File: config.mk
export PLATFORM = sky130hd
export DESIGN_NAME = lock_code_sender
export DESIGN_NICKNAME = d
export VERILOG_FILES = /design/src/rtl/lock_code_sender.sv
export SDC_FILE = /design/constraint.sdc
export NUM_CORES = 1
export LEC_CHECK = 0
export ABC_AREA = 1
export BUFFER_PORTS_ARGS = -buffer_cell sky130_fd_sc_hd__buf_2
export CAP_MARGIN = 10
export CORE_MARGIN = 2
export CORE_UTILIZATION = 50
export CTS_BUF_LIST = sky130_fd_sc_hd__clkbuf_16
export CTS_CLUSTER_SIZE = 40
export DETAILED_ROUTE_END_ITERATION = 16
export PLACE_DENSITY = 0.82
export SYNTH_ARGS = -nofsm -noshare
export SYNTH_HDL_FRONTEND = slang
export SYNTH_SLANG_ARGS = --single-unit
File: constraint.sdc
create_clock -name clk -period 2 [get_ports clk]
set_input_delay 0.4 -clock clk [delete_from_list [all_inputs] [get_ports clk]]
set_output_delay 0.4 -clock clk [all_outputs]
set_load 0.01 [all_outputs]
File: src/rtl/lock_code_sender.sv
// Initiator for the 4-digit sequential combination lock: presents a latched code
// one digit per cycle, then reports pass/fail and measures the unlock window.
module lock_code_sender #(
  parameter logic [2:0]  IDLE_SW  = 3'b111,
  parameter int unsigned WAIT_MAX = 16,
  parameter int unsigned LEN_W    = 8
) (
  input  logic             clk,
  input  logic             clear,
  input  logic             start,
  input  logic [11:0]      code,
  input  logic [1:0]       selsw,
  input  logic             locked,
  input  logic             alarm,
  input  logic             entimer,
  output logic             lock_clr,
  output logic [2:0]       sw_out,
  output logic             busy,
  output logic             done,
  output logic             pass,
  output logic [1:0]       fail_code,
  output logic [1:0]       fail_idx,
  output logic [LEN_W-1:0] unlock_len
);

  localparam int unsigned WAIT_W = (WAIT_MAX > 1) ? $clog2(WAIT_MAX) : 1;
  localparam logic [LEN_W-1:0] LEN_MAX = '1;

  localparam logic [1:0] FC_NONE    = 2'b00;
  localparam logic [1:0] FC_WRONG   = 2'b01;
  localparam logic [1:0] FC_DESYNC  = 2'b10;
  localparam logic [1:0] FC_TIMEOUT = 2'b11;

  typedef enum logic [2:0] {S_IDLE, S_SEND, S_WAIT, S_MEAS, S_FIN} state_t;

  state_t             state, state_n;
  logic [11:0]        code_q, code_n;
  logic [1:0]         idx, idx_n;
  logic [WAIT_W-1:0]  wait_cnt, wait_cnt_n;
  logic               lock_clr_n, busy_n, done_n, pass_n;
  logic [2:0]         sw_out_n;
  logic [1:0]         fail_code_n, fail_idx_n;
  logic [LEN_W-1:0]   unlock_len_n;

  function automatic logic [2:0] digit(input logic [11:0] c, input logic [1:0] i);
    return c[int'(i)*3 +: 3];
  endfunction

  always_ff @(posedge clk or posedge clear) begin
    if (clear) begin
      state      <= S_IDLE;
      code_q     <= '0;
      idx        <= '0;
      wait_cnt   <= '0;
      lock_clr   <= 1'b1;
      sw_out     <= IDLE_SW;
      busy       <= 1'b0;
      done       <= 1'b0;
      pass       <= 1'b0;
      fail_code  <= FC_NONE;
      fail_idx   <= 2'b00;
      unlock_len <= '0;
    end else begin
      state      <= state_n;
      code_q     <= code_n;
      idx        <= idx_n;
      wait_cnt   <= wait_cnt_n;
      lock_clr   <= lock_clr_n;
      sw_out     <= sw_out_n;
      busy       <= busy_n;
      done       <= done_n;
      pass       <= pass_n;
      fail_code  <= fail_code_n;
      fail_idx   <= fail_idx_n;
      unlock_len <= unlock_len_n;
    end
  end

  always_comb begin
    state_n      = state;
    code_n       = code_q;
    idx_n        = idx;
    wait_cnt_n   = wait_cnt;
    lock_clr_n   = lock_clr;
    sw_out_n     = sw_out;
    busy_n       = busy;
    done_n       = 1'b0;
    pass_n       = pass;
    fail_code_n  = fail_code;
    fail_idx_n   = fail_idx;
    unlock_len_n = unlock_len;

    // Any transition into FIN pulses done and re-clears the lock.
    unique case (state)
      S_IDLE: begin
        lock_clr_n = 1'b1;
        busy_n     = 1'b0;
        if (start) begin
          code_n       = code;
          pass_n       = 1'b0;
          fail_code_n  = FC_NONE;
          fail_idx_n   = 2'b00;
          unlock_len_n = '0;
          busy_n       = 1'b1;
          lock_clr_n   = 1'b0;
          idx_n        = 2'd0;
          sw_out_n     = code[2:0];
          state_n      = S_SEND;
        end
      end
      S_SEND: begin
        if (!alarm) begin
          // Alarm reports the digit the lock consumed on the previous edge.
          fail_code_n = FC_WRONG;
          fail_idx_n  = 2'(idx - 2'd1);
          state_n     = S_FIN;
        end else if (selsw != idx) begin
          fail_code_n = FC_DESYNC;
          fail_idx_n  = idx;
          state_n     = S_FIN;
        end else if (idx != 2'd3) begin
          idx_n    = 2'(idx + 2'd1);
          sw_out_n = digit(code_q, 2'(idx + 2'd1));
        end else begin
          sw_out_n   = IDLE_SW;
          wait_cnt_n = '0;
          state_n    = S_WAIT;
        end
      end
      S_WAIT: begin
        if (!alarm) begin
          fail_code_n = FC_WRONG;
          fail_idx_n  = 2'd3;
          state_n     = S_FIN;
        end else if (!locked && entimer) begin
          unlock_len_n = LEN_W'(1);
          state_n      = S_MEAS;
        end else if (wait_cnt == WAIT_W'(WAIT_MAX - 1)) begin
          fail_code_n = FC_TIMEOUT;
          fail_idx_n  = 2'd3;
          state_n     = S_FIN;
        end else begin
          wait_cnt_n = WAIT_W'(wait_cnt + 1'b1);
        end
      end
      S_MEAS: begin
        if (locked || unlock_len == LEN_MAX) begin
          pass_n  = 1'b1;
          state_n = S_FIN;
        end else begin
          unlock_len_n = LEN_W'(unlock_len + 1'b1);
        end
      end
      S_FIN: begin
        busy_n   = 1'b0;
        lock_clr_n = 1'b1;
        sw_out_n = IDLE_SW;
        state_n  = S_IDLE;
      end
      default: state_n = S_IDLE;
    endcase

    if (state != S_FIN && state != S_IDLE && state_n == S_FIN) begin
      done_n     = 1'b1;
      lock_clr_n = 1'b1;
      sw_out_n   = IDLE_SW;
    end
  end

endmodule

## Yosys cells after proc, flatten, opt, wreduce, memory -nomap -nowiden

Cells that the tools add are included.

- $add $sub $neg: 4
- Multipliers: 1
- Divide/modulo/power cells: 0
- $lt $le $gt $ge: 0
- Equal/unequal tests: 27
- Shift operators: 1
- Mux-type cells: 51
- Bitwise logic cells: 0
- Reduce and logical (&&, ||, !) cells: 22

Operator list:

| cell | count |
|---|---|
| two-way mux 3 bit | 13 |
| two-way mux 8 bit | 4 |
| two-way mux 2 bit | 12 |
| two-way mux 4 bit | 6 |
| != test 2 bit (second input constant) | 12 |
| case mux 8 bit (3 select lines) | 1 |
| != test 3 bit (second input constant) | 7 |
| AND reduction 5 bit | 3 |
| case mux 2 bit (3 select lines) | 2 |
| case mux 3 bit (4 select lines) | 1 |
| nonzero test 3 bit | 4 |
| indexed part select 12 x 5 -> 3 bit | 1 |
| case mux 3 bit (3 select lines) | 1 |
| adder 8 x 1 -> 8 bit (second input constant) | 1 |
| equality test 8 bit (second input constant) | 1 |
| case mux 4 bit (2 select lines) | 1 |
| nonzero test 2 bit | 4 |
| AND reduction 7 bit | 1 |
| equality test 3 x 2 -> 1 bit (second input constant) | 2 |
| equality test 3 bit (second input constant) | 2 |
| two-way mux 1 bit | 6 |
| case mux 1 bit (2 select lines) | 3 |
| adder 4 x 1 -> 4 bit (second input constant) | 1 |
| equality test 4 bit (second input constant) | 1 |
| other kinds (14) | 16 |

- Bits in registers: 40
- Latch bits: 0
- RAM bits: 0
- Memory bits (read-only): 0
- Input port bits: 20
- Output and inout bits: 19
- Memories kept: 0

## Depth between registers and ports, before layout

- Depth after elaboration: 9
- Depth in mapped cells: 11
- Gate-level depth less buffers: 11

## Worst setup path after synthesis

OpenSTA, ideal clock, no wires.

- Kind: flip-flop to flip-flop
- Start point: reg unlock_len[0]
- End point: reg sw_out[0]
- Library setup time: 0.076 ns
- Data arrival time: 1.451 ns
- Required time: 1.924 ns
- Slack: 0.473 ns
- Stages on the path, launching flop included: 12
- Buffers on the path: 0
- Path through: dfrtp_1 -> ha_1 -> nand2_1 -> nor2_1 -> nand2_1 -> nand2_1 -> nand2_1 -> nand2_1 -> nor2_4 -> nand2_1 -> nand3_1 -> nand2_1

- Word-level cells in the longest chain between the ends: 8
- Elaborated cells between the ends (all ways): 12
- Classes of those cells: eq/ne (5); mux (3); reduce/logical (4)

RTL lines:

| item | line | source |
|---|---|---|
| from (decl) | 23 | `output logic [LEN_W-1:0] unlock_len` |
| from (signal assigned) | 75 | `unlock_len <= unlock_len_n;` |
| equality test 8 bit (*) | 147 | `if (locked \|\| unlock_len == LEN_MAX) begin` |
| logical OR 1 bit (*) | 147 |  |
| two-way mux 3 bit (*) | 147 |  |
| case mux 3 bit (4 select lines) (*) | 94 | `unique case (state)` |
| equality test 3 bit (*) | 163 | `if (state != S_FIN && state != S_IDLE && state_n == S_FIN) begin` |
| logical AND 1 bit (*) | 163 |  |
| != test 3 bit (no source line) or nonzero test 4 bit (tied branches) | -- |  |
| AND reduction 4 bit (no source line) | -- |  |
| to (signal assigned) | 69 | `sw_out <= sw_out_n;` |
| to (decl) | 17 | `output logic [2:0] sw_out,` |

Every way passes the cells marked *; elsewhere a longest branch is shown, timed or not.
A chain may end at the register's enable or synchronous reset.

## Final worst setup path

- Start point: reg unlock_len[0]
- End point: reg sw_out[1]

The elaborated chain is that of the path after synthesis.

==> run metrics <==
outcome finished clean; Reg2Reg Setup Slack 0.27 ns; Mapped Nets 300; pin count of the biggest net entering global routing 41; Most common cell on crit path nand2_1; Synth top area share 41.3%; Routed WL per cell 12.1 um; detailed-route via count 1922; worst vdd ir 0.680 mV; Final Hold Fails 0; Layout Utilization 60.3%; Tot GR Track Use 20.7%; DRT Wirelength 4.51 mm; final setup fails 0; Tot Pwr 3.30 mW; worst reg2reg path depth 11; Crit-path slowest cell dfrtp_1; reg2reg end sw_out[1]$_DFFE_PP1P_; Slew @ Worst Pin 0.494 ns; GP Congestion 0.945; initial antenna violation count 0; die height 70.0 um; PwrDens 1280 mW/mm2; Synth cell types 35; Layout area overhead 18.0%; headroom to the max-slew limit 67.1%; CTS resizes 0; clk buf depth 2; crit path kind flop to flop; I/O pin cnt 39; switching part of the total 38.9%; Die W 70.0 um; Leak 1.36 nW; CORE AREA 0.00426 mm2; CP delay by family, top simple AND/OR/NAND/NOR gates; mapped cell area 0.00218 mm2; crit-path max FO 6; sequential-to-total area share from yosys stat 46.2%; worst-path cell chain ha_1, nand2_1, nor2_1, nand2_1, nand2_1, nand2_1, nand2_1, nor2_4, nand2_1, nand3_1, nand2_1; CTS tree done; clock-pin slew on the worst setup and hold paths 0.06 ns; largest family of logic cells by synthesized area simple AND/OR/NAND/NOR gates; largest area contributor in the netlist dfrtp_1; Max Freq 577 MHz; # DRC 0; CTS root buf clkbuf_16; hold_buf cts 0; first-pass GRT wire length 8.16 mm; vias in the first global route 1797; Flop pwr share 38.5%; RSZ-0062 raised after global routing false; Post-Synth Simple-Gate Area 32.8%; Buffers & Inverters on Critical Path 0; Slew Limit Fails 0; Overflow after GRT 0; combinational share of power 39.4%; detailed placer's ending HPWL 3.32 mm; Net Switching 1.28 mW; minimum clock period 1.73 ns; Placement Cell Area 0.00244 mm2; DR vias/cell 5.15; cell area after layout 0.00257 mm2; yosys warns 0; top cells by count, synth 96 x nand2_1, 36 x dfrtp_1, 19 x inv_1; Cell Int Power 2.01 mW; Clk Latency, worst-skew pair 0.28 ns; hold_ws 0.237 ns; Setup TNS 0 ns; DRT iter0 DRCs 96; FFs w/ async S/R, synth 100%; clock skew 0.00453 ns; H-tree Lvls 2; final antenna-violating net count 0; worst endpoint required time 2.21 ns; DRT Pass-1 Iters 4; crit end category flop; Worst EP arrival 1.94 ns; Rows 24; Final Net Count 344; critical path depth 11; Synth Area in Adders 1.72%; Compound-Gate Fraction of Synth Area 11.8%; die area 0.00490 mm2; Final Cycle Share 86.7%; Max-cap violations 0; mux share of post-synthesis cell area 0%; synth top area cells dfrtp_1 41%, nand2_1 17%, dfstp_2 4.8%; share of layout cells above drive strength 1 26.5%; I/O Buffers 38; Post-Syn Instances 277; RR Startpoint unlock_len[0]$_DFFE_PP0P_; number of buffers created by CTS 5; Post-synth top flop dfrtp_1; Worst Setup Start Kind flop; Post-CTS Setup Bufs 0; clk sinks 40; Post-synth EDFFs 0; most common cell in the netlist nand2_1; clock share of power 22.1%; CP peak stage delay 0.42 ns; Initial Util 51.1%; worst min path class input port to asynchronous set/reset pin; # diodes 0; syn avg cell area 7.87 um2; post-synthesis register bit count 40; XOR/XNOR Fraction of Synth Area 0.804%
==> layer usage <==
layer | GRT usage (%) | wire, um | vias up
met1 | 28.7 | 2170 | 878
li1 | - | - | 986
met3 | 4.76 | 212 | 6
met5 | 0 | 0 | -
met2 | 32.9 | 2080 | 52
met4 | 5.56 | 49 | 0
==> kinds of logic after synthesis <==
family | count (synthesis)
compound gates | 45
xor+xnor | 2
fa+ha+maj | 3
buf+inv | 38
flops | 40
simple gates | 149
==> registers in the layout, indices dropped and copies added, names as in the netlist, 2 cells and up <==
register and cells:
fail_code 2, code_q 12, fail_idx 2, idx 2, wait_cnt 4, state 3
unlock_len 8, sw_out 3
==> through the flow <==
stage / setup WS (ns) / cells
after floorplan: 0.473 / 277
after global placement: 0.312 / 366
after detailed placement: 0.263 / 366
after CTS: 0.250 / 373
after global routing: 0.0652 / 373
final: 0.266 / 373
==> layout make-up <==
class / instances / area (um2)
Multi-Input combinational cell: 199 / 1030
Clock inverter: 2 / 8.76
Timing Repair Buffer: 41 / 213
Sequential cell: 40 / 1010
Clock buffer: 5 / 125
Tap cell: 52 / 65.1
Inverter: 34 / 128
Fill cell: 395 / 1690
==> cell usage in the layout, fill, tap and decap left out, types with 2 or more instances in the layout <==
cell type	netlist	routed
nand2_1	96	96
buf_2	1	38
dfrtp_1	36	35
inv_1	19	20
nand3_1	17	17
inv_2	14	14
o21ai_0	14	14
nor2_1	13	13
o21ai_1	12	12
a21oi_1	8	8
clkbuf_16	0	5
o211ai_1	4	4
nand4_1	4	4
dfstp_2	4	4
nand2_2	3	3
nor2_4	3	3
ha_1	3	3
buf_4	1	3
nand3b_4	2	2
nand3_2	2	2
nor2_2	2	2
a21oi_2	2	2
or2_2	2	2
xor2_1	2	2
==> power groups by stage <==
stage          Sequential (mW)  Combinational, mW  Clock, mW
2_1_floorplan             1.27              0.959          0
3_3_place_gp              1.27               1.27          0
3_5_place_dp              1.27               1.30          0
4_1_cts                   1.26               1.31      0.749
5_1_grt                   1.30               1.49      0.796
6_report                  1.27               1.30      0.730
==> worst max path at each step <==
| stage | start | end | slack, ns |
|---|---|---|---|
| after floorplan | unlock_len[0]$_DFFE_PP0P_ | sw_out[0]$_DFFE_PP1P_ | 0.47 |
| after global placement | unlock_len[0]$_DFFE_PP0P_ | sw_out[2]$_DFFE_PP1P_ | 0.31 |
| after detailed placement | idx[0]$_DFFE_PP0P_ | sw_out[1]$_DFFE_PP1P_ | 0.26 |
| after CTS | idx[0]$_DFFE_PP0P_ | sw_out[1]$_DFFE_PP1P_ | 0.25 |
| after global routing | unlock_len[0]$_DFFE_PP0P_ | sw_out[1]$_DFFE_PP1P_ | 0.07 |
| final | unlock_len[0]$_DFFE_PP0P_ | sw_out[1]$_DFFE_PP1P_ | 0.27 |
==> worst min-delay path: cells and delay by family <==
family | cells | cell delay (ns)
buffers and inverters | 3 | 0.55
Note: power is estimated with default switching activity, not from simulation.
